==> src/rtl/fetch_unit_if.sv <==
// fetch_unit_if: instruction-memory and decode-side bus of the fetch stage
interface fetch_unit_if #(
    parameter int ADDR_WIDTH = 32,
    parameter int DATA_WIDTH = 32
);
    logic                  imem_req;
    logic [ADDR_WIDTH-1:0] imem_addr;
    logic [DATA_WIDTH-1:0] imem_rdata;
    logic [DATA_WIDTH-1:0] instr_o;
    logic [ADDR_WIDTH-1:0] pc_o;
    logic                  valid_o;
    logic                  ready_i;
    logic [1:0]            pc_src;
    logic [ADDR_WIDTH-1:0] imm_op;
    logic [ADDR_WIDTH-1:0] alu_result;
    logic                  misalign_o;

    modport master (
        output imem_req, imem_addr, instr_o, pc_o, valid_o, misalign_o,
        input  imem_rdata, ready_i, pc_src, imm_op, alu_result
    );

    modport slave (
        input  imem_req, imem_addr, instr_o, pc_o, valid_o, misalign_o,
        output imem_rdata, ready_i, pc_src, imm_op, alu_result
    );
endinterface

==> src/rtl/fetch_unit.sv <==
// fetch_unit: PC, imem request issue, instruction buffer and redirect handling
module fetch_unit #(
    parameter int                    ADDR_WIDTH = 32,
    parameter int                    DATA_WIDTH = 32,
    parameter logic [ADDR_WIDTH-1:0] RESET_PC   = '0,
    parameter int                    DEPTH      = 2
) (
    input logic          clk,
    input logic          rst,
    fetch_unit_if.master bus
);
    localparam int PW = $clog2(DEPTH);

    logic [DATA_WIDTH-1:0] instr_q [DEPTH];
    logic [ADDR_WIDTH-1:0] pc_q [DEPTH];
    logic [PW-1:0]         head_q, head_d, tail_q, tail_d;
    logic [PW:0]           count_q, count_d;
    logic [ADDR_WIDTH-1:0] fetch_pc_q, fetch_pc_d, req_pc_q, raw, target;
    logic                  inflight_q, misalign_q, misalign_d;
    logic                  accept, redirect, push, issue;
    logic [PW+1:0]         occupancy;

    // Handshake, redirect target and next-state; misalignment is judged on the unmasked target
    always_comb begin
        accept     = (count_q != '0) & bus.ready_i;
        redirect   = accept & (bus.pc_src != 2'b00);
        raw        = bus.pc_src == 2'b01 ? pc_q[head_q] + bus.imm_op :
                     bus.pc_src == 2'b10 ? bus.imm_op : bus.alu_result;
        target     = {raw[ADDR_WIDTH-1:2], 2'b00};
        occupancy  = {1'b0, count_q} + (PW+2)'(inflight_q) - (PW+2)'(accept);
        issue      = ~rst & ~redirect & (occupancy < (PW+2)'(DEPTH));
        push       = inflight_q & ~redirect;
        fetch_pc_d = redirect ? target : issue ? fetch_pc_q + ADDR_WIDTH'(4) : fetch_pc_q;
        head_d     = redirect ? '0 : accept ? head_q + PW'(1) : head_q;
        tail_d     = redirect ? '0 : push ? tail_q + PW'(1) : tail_q;
        count_d    = redirect ? '0 : count_q + (PW+1)'(push) - (PW+1)'(accept);
        misalign_d = redirect & (raw[1:0] != 2'b00);
    end

    // Control state: PC, buffer pointers, in-flight flag and misalign pulse
    always_ff @(posedge clk) begin
        if (rst) begin
            fetch_pc_q <= RESET_PC;
            head_q     <= '0;
            tail_q     <= '0;
            count_q    <= '0;
            inflight_q <= 1'b0;
            misalign_q <= 1'b0;
        end else begin
            fetch_pc_q <= fetch_pc_d;
            head_q     <= head_d;
            tail_q     <= tail_d;
            count_q    <= count_d;
            inflight_q <= issue;
            misalign_q <= misalign_d;
        end
    end

    // Buffer storage and the address of the outstanding request; contents are qualified by count
    always_ff @(posedge clk) begin
        req_pc_q <= fetch_pc_q;
        if (push) begin
            instr_q[tail_q] <= bus.imem_rdata;
            pc_q[tail_q]    <= req_pc_q;
        end
    end

    assign bus.imem_req   = issue;
    assign bus.imem_addr  = fetch_pc_q;
    assign bus.instr_o    = instr_q[head_q];
    assign bus.pc_o       = pc_q[head_q];
    assign bus.valid_o    = count_q != '0;
    assign bus.misalign_o = misalign_q;
endmodule

==> src/flat_wrapper.sv <==
// flat-port wrapper written by rule: the top's interface ports become plain ports
module fetch_unit_flat 
#(
    parameter int                    ADDR_WIDTH = 32,
    parameter int                    DATA_WIDTH = 32,
    parameter logic [ADDR_WIDTH-1:0] RESET_PC   = '0,
    parameter int                    DEPTH      = 2
)
  (clk, rst, bus_imem_req, bus_imem_addr, bus_instr_o, bus_pc_o, bus_valid_o, bus_misalign_o, bus_imem_rdata, bus_ready_i, bus_pc_src, bus_imm_op, bus_alu_result);
  fetch_unit_if #(.ADDR_WIDTH(ADDR_WIDTH), .DATA_WIDTH(DATA_WIDTH)) bus_i ();
  input logic clk;
  input logic rst;
  output wire logic [$bits(bus_i.imem_req)-1:0] bus_imem_req;
  output wire logic [$bits(bus_i.imem_addr)-1:0] bus_imem_addr;
  output wire logic [$bits(bus_i.instr_o)-1:0] bus_instr_o;
  output wire logic [$bits(bus_i.pc_o)-1:0] bus_pc_o;
  output wire logic [$bits(bus_i.valid_o)-1:0] bus_valid_o;
  output wire logic [$bits(bus_i.misalign_o)-1:0] bus_misalign_o;
  input wire logic [$bits(bus_i.imem_rdata)-1:0] bus_imem_rdata;
  input wire logic [$bits(bus_i.ready_i)-1:0] bus_ready_i;
  input wire logic [$bits(bus_i.pc_src)-1:0] bus_pc_src;
  input wire logic [$bits(bus_i.imm_op)-1:0] bus_imm_op;
  input wire logic [$bits(bus_i.alu_result)-1:0] bus_alu_result;
  assign bus_imem_req = bus_i.imem_req;
  assign bus_imem_addr = bus_i.imem_addr;
  assign bus_instr_o = bus_i.instr_o;
  assign bus_pc_o = bus_i.pc_o;
  assign bus_valid_o = bus_i.valid_o;
  assign bus_misalign_o = bus_i.misalign_o;
  assign bus_i.imem_rdata = bus_imem_rdata;
  assign bus_i.ready_i = bus_ready_i;
  assign bus_i.pc_src = bus_pc_src;
  assign bus_i.imm_op = bus_imm_op;
  assign bus_i.alu_result = bus_alu_result;
  fetch_unit #(.ADDR_WIDTH(ADDR_WIDTH), .DATA_WIDTH(DATA_WIDTH), .RESET_PC(RESET_PC), .DEPTH(DEPTH)) u_core (.clk(clk), .rst(rst), .bus(bus_i));
endmodule
==> config.mk <==
export PLATFORM = sky130hd
export DESIGN_NAME = fetch_unit_flat
export DESIGN_NICKNAME = d
export VERILOG_FILES = /design/src/rtl/fetch_unit_if.sv /design/src/rtl/fetch_unit.sv /design/src/flat_wrapper.sv
export SDC_FILE = /design/constraint.sdc
export NUM_CORES = 1
export LEC_CHECK = 0
export CORE_UTILIZATION = 34
export DETAILED_ROUTE_END_ITERATION = 12
export PLACE_DENSITY = 0.67
export REMOVE_ABC_BUFFERS = 1
export SYNTH_ARGS = -nofsm -noshare
export SYNTH_HDL_FRONTEND = slang
export SYNTH_SLANG_ARGS = --single-unit
==> constraint.sdc <==
create_clock -name clk -period 6.9 [get_ports clk]
set_input_delay 1.38 -clock clk [delete_from_list [all_inputs] [get_ports clk]]
set_output_delay 1.38 -clock clk [all_outputs]
set_load 0.01 [all_outputs]
# ---- Word level (Yosys, flattened, before mapping)
# Memories as Yosys holds them, arrays and structs flattened. A register that Yosys moved wholly into a read port is not among the register bits.
# Cells that the tools add are included.
dict set report word_totals {
  output_inout_bits 99
  mem_bits_rw 128
  wordCells 44
  n_memories 2
  in_bits 101
  regBits 70
}
dict set report op_classes {
  magnitude_cmp 1
  n_addsub 8
  eq_ne 2
  muxes 10
  bitwise_logic 8
  reduce_logical 5
}
# name words word_bits rd rd_clocked_by_memory_dff write_ports line
set mem_list {}
lappend mem_list {u_core.instr_q 2 32 1 1 1 fetch_unit.sv:14} ;# logic [DATA_WIDTH-1:0] instr_q [DEPTH];
lappend mem_list {u_core.pc_q 2 32 1 1 1 fetch_unit.sv:15} ;# logic [ADDR_WIDTH-1:0] pc_q [DEPTH];
# op count
set op_table {}
lappend op_table {{$mux W32} 4}
lappend op_table {{$add A32 B3 Y32 const B} 1}
lappend op_table {{$add A32 B32 Y32} 1}
lappend op_table {{$reduce_bool A2 Y1} 4}
lappend op_table {{$and A1 B1 Y1} 6}
lappend op_table {{$mux W1} 6}
lappend op_table {{$add A2 B1 Y3} 1}
lappend op_table {{$lt A3 B2 Y1 const B} 1}
lappend op_table {{$sub A3 B1 Y3} 1}
lappend op_table {{$add A1 B1 Y1 const B} 2}
lappend op_table {{$add A2 B1 Y2} 1}
lappend op_table {{$eq A2 B1 Y1 const B} 1}
lappend op_table {{$eq A2 B2 Y1 const B} 1}
lappend op_table {{$not A1 Y1} 2}
lappend op_table {{$reduce_or A2 Y1} 1}
lappend op_table {{$sub A2 B1 Y2} 1}

# ---- Longest topological paths before layout
dict set report logic_depth {
  depth_word 8
  depth_mapped 15
  mapped_depth_nobuf 14
}

# ---- Worst setup path after synthesis
# OpenSTA, ideal clock, no wires.
dict set report synth_path {
  kind {input to register}
  startpoint {input port bus_ready_i}
  endpoint {memory u_core.instr_q[0][0] (enable)}
  arrival_ps 4862
  path_slack_ps 1548
  n_path_buf 1
  required_ps 6410
  cell_stages 6
  setup_time_ps 490
  cell_sequence {nand2_2 > inv_1 > o21ai_0 > buf_6 > and2_1 > nor2b_1}
}
dict set report synth_between {
  elab_chain_len 6
}
# item line
set synth_rtl {}
lappend synth_rtl {{start: declaration} flat_wrapper.sv:20} ;# input wire logic [$bits(bus_i.ready_i)-1:0] bus_ready_i;
lappend synth_rtl {{$and A1 B1 Y1} fetch_unit.sv:25} ;# accept = (count_q != '0) & bus.ready_i;
lappend synth_rtl {{$and A1 B1 Y1} fetch_unit.sv:26} ;# redirect = accept & (bus.pc_src != 2'b00);
lappend synth_rtl {{$not A1 Y1} fetch_unit.sv:32} ;# push = inflight_q & ~redirect;
lappend synth_rtl {{$and A1 B1 Y1} fetch_unit.sv:32}
lappend synth_rtl {{named net u_core.push} fetch_unit.sv:20} ;# logic accept, redirect, push, issue;
lappend synth_rtl {{$mux W1} fetch_unit.sv:62} ;# if (push) begin
lappend synth_rtl {{$mux W1 (not written as such)} fetch_unit.sv:63} ;# instr_q[tail_q] <= bus.imem_rdata;
lappend synth_rtl {{end: declaration} fetch_unit.sv:14}
# The timed path passes the listed nets, and every way through them passes these cells.

# ---- Final worst setup path
dict set report layout_path {
  startpoint {input port bus_ready_i}
  endpoint {output port bus_imem_req}
}
dict set report layout_between {
  elab_chain_len 5
  elab_cells_between_ends 7
  classes_between {add/sub (1); order compare (1); bitwise (5)}
}
# item line
set layout_rtl {}
lappend layout_rtl {{$and A1 B1 Y1 *} fetch_unit.sv:25}
lappend layout_rtl {{branches (longest 3 deep; another with $sub A3 B1 Y3)} n/a}
lappend layout_rtl {{$and A1 B1 Y1 *} fetch_unit.sv:31} ;# issue = ~rst & ~redirect & (occupancy < (PW+2)'(DEPTH));
lappend layout_rtl {{end: declaration} flat_wrapper.sv:13} ;# output wire logic [$bits(bus_i.imem_req)-1:0] bus_imem_req;
# Every way passes the cells marked *.

==> metrics.md <==
| Metric | Value |
|---|---|
| Outcome | `complete, no violations` |
| WP data arrival | `4.77 ns` |
| Post-CTS Setup Repair Bufs | `0` |
| Crit path capture | `bus_imem_req` |
| Hold-fix buffers at CTS | `0` |
| Worst hold slack | `0.413 ns` |
| Antenna-violating nets left | `0` |
| Post-CTS sizing | `0` |
| Worst setup startpoint | `bus_ready_i` |
| Largest net degree at the start of global routing | `49` |
| Clock power share | `20.3%` |
| Fin crit share | `89.1%` |
| Top cells by count, synth | `124 x edfxtp_1, 67 x dfxtp_1, 64 x mux2_2` |
| Capturing point of the worst reg2reg path | `u_core.bus.imem_addr[29]` |
| Final Slew Violations | `0` |
| Slew headroom | `32.7%` |
| Post-DP HPWL | `18,900 microns` |
| CTS tree | `built` |
| Peak supply drop | `0.000152 V` |
| Via count | `7,018` |
| Die Width | `167 microns` |
| Distinct cells, synth | `80` |
| Die area | `28,000 sq um` |
| CP Launch Type | `primary input` |
| First-iteration detailed-routing DRC count | `519` |
| Pre-CTS setup slack | `0.763 ns` |
| FMAX | `163 MHz` |
| Max_cap viols | `0` |
| Leak | `0.00431 uW` |
| Wirelength per Cell | `20.1 microns` |
| R2R depth | `11` |
| H-tree Lvls | `4` |
| Die span in y | `167 microns` |
| Core ar. | `26,900 sq um` |
| Via density | `5.32` |
| WP data required | `5.52 ns` |
| Sum Neg Setup Slack | `0 ns` |
| Final WS setup | `0.750 ns` |
| Top-area cell type share of the netlist area | `40.1%` |
| Total gr overflow | `0` |
| Cell-internal power | `3040 uW` |
| Number of synthesized register bits | `191` |
| # DRC | `0` |
| Minimum clock period | `6.15 ns` |
| Post-synth top flop | `edfxtp_1` |
| Warnings, synthesis | `0` |
| Post-Syn Area | `9290 sq um` |
| Tot GR Track Use | `19.1%` |
| Largest fanout on the critical path | `15` |
| DRT Wirelength | `26,600 microns` |
| GPL Wtd Cong | `0.889` |
| Area Overhead vs Synth | `30.7%` |
| Switching part of the total | `36.2%` |
| Reg clk slew, reported paths | `0.07 ns` |
| Reg2reg setup slack | `2.48 ns` |
| Slew @ Worst Pin | `1.01 ns` |
| Final nets | `1,099` |
| Initial Util | `34.6%` |
| Clock sink count | `191` |
| Worst Skew | `0.0181 ns` |
| Hold WC Path Type | `reg2reg` |
| Global-route wire length before repair | `40,500 microns` |
| Clock buffer depth | `2` |
| Sequential share of power | `35.8%` |
| 1st-pass router iterations | `5` |
| Layout cells sized above 1 | `13.3%` |
| Final Power | `4760 uW` |
| Largest area contributor in the netlist | `edfxtp_1` |
| Hold Fails Final Rpt | `0` |
| Top cells by area, synth | `edfxtp_1 40%, dfxtp_1 14%, mux2_2 7.8%` |
| I/O pin cnt | `200` |
| P per Cell Area | `392 nW/um^2` |
| Antenna violations before repair | `1` |
| Clock latency on the worst-skew pair | `0.44 ns` |
| Combinational share of power | `43.8%` |
| CP endpoint kind | `output port` |
| RSZ-0062 raised after global routing | `false` |
| Mean Syn Cell Area | `12.0 sq um` |
| Setup Viol. Count Final | `0` |
| NetSw | `1720 uW` |
| Root Driver | `clkbuf_16` |
| Async SR Flop Fraction | `0%` |
| Number of synthesized flops with an enable pin | `124` |
| Row count | `60` |
| Vias in the first global route | `6,970` |
| Seq/Total Area, Yosys | `54.5%` |
| Most numerous cell in the Yosys netlist | `edfxtp_1` |
| Num CTS Buffers | `17` |
| IO buf count | `195` |
| Crit Path Class | `in2out` |
| Gate Count Post-Synth | `773` |
## cells by family (layout without fill, tap and decap cells)
kind of cell / count (synthesis) / after routing / share of synthesized area, %
XOR/XNOR: 52 / 52 / 4.90
multiplexers: 80 / 80 / 9.48
adder cells (fa/ha/maj): 35 / 35 / 4.87
other: 1 / 5 / 0.0404
AND/OR/NAND/NOR: 182 / 182 / 10.5
flip-flops: 191 / 191 / 54.5
buffers and inverters: 52 / 252 / 2.64
AO/OA/AOI/OAI: 180 / 180 / 13.0
## how the worst min path moves through the flow
stage                                   from             endpoint  slack (ns)  depth (start not counted)
floorplan           u_core.bus.imem_addr[24]  u_core.req_pc_q[24]        0.39                          0
global placement         u_core.req_pc_q[11]   u_core.pc_q[0][11]        0.40                          0
detailed placement  u_core.bus.imem_addr[31]  u_core.req_pc_q[31]        0.40                          0
CTS                 u_core.bus.imem_addr[31]  u_core.req_pc_q[31]        0.41                          0
global route        u_core.bus.imem_addr[31]  u_core.req_pc_q[31]        0.42                          0
finish              u_core.bus.imem_addr[31]  u_core.req_pc_q[31]        0.41                          0
## stage by stage
step	utilization, %	std cells	cell area (sq um)
after floorplan	-	738	9110
after global placement	43.1	1285	11600
final	45.2	1318	12100
after detailed placement	43.1	1285	11600
after CTS	45.2	1317	12100
after global routing	45.2	1318	12100
## power groups by stage
stage / logic (uW) / registers, uW / clock network (uW)
after floorplan: 1210 / 1720 / 0
after global placement: 2070 / 1720 / 0
after detailed placement: 2080 / 1730 / 0
after CTS: 2100 / 1710 / 992
after global routing: 2260 / 1740 / 1040
final: 2090 / 1710 / 968
## sequential cells by signal (all words and copies together) (netlist names), named ones only
| name | cells |
|---|---|
| u_core.instr_q | 64 |
| u_core.bus.misalign_o | 1 |
| u_core.req_pc_q | 30 |
| u_core.count_q | 2 |
| u_core.tail_q | 1 |
| u_core.head_q | 1 |
| u_core.pc_q | 60 |
| u_core.bus.imem_addr | 30 |
| u_core.inflight_q | 1 |
## critical path, stage by stage
cell	delay (ns)
clkdlybuf4s50_1	0.49
nand2_2	0.18
inv_1	0.39
ha_1	0.33
nor2b_1	0.14
fa_1	0.44
or2_0	0.39
nor3_4	0.39
clkdlybuf4s50_1	0.64
## placed cells by master (no fill, tap or decap), drive strengths merged, types with 22 or more instances in the layout
| master | count |
|---|---|
| dfxtp | 67 |
| edfxtp | 124 |
| clkdlybuf4s50 | 194 |
| nand2 | 43 |
| nor2 | 40 |
| o21ai | 33 |
| a21oi | 54 |
| xor2 | 22 |
| xnor2 | 30 |
| mux2 | 64 |
| ha | 33 |
## final cells by class
cell class              instances  area (sq um)
flip-flops and latches        191          5070
repair buffers                206          2030
clock inverters                12           111
clock buffers                  20           457
inverters                      14          52.6
fillers                      2509         14700
well taps                     341           427
multi-input cells             533          4000
diodes                          1          2.50
## metal layers
layer	wire length, microns	GRT usage, %	vias to the layer above
met5	0	0	-
met4	551	6.98	0
met3	1580	3.71	30
met2	12600	31.0	249
met1	11800	25.3	3429
li1	-	-	3310
Power figures use the tool's default switching activity.
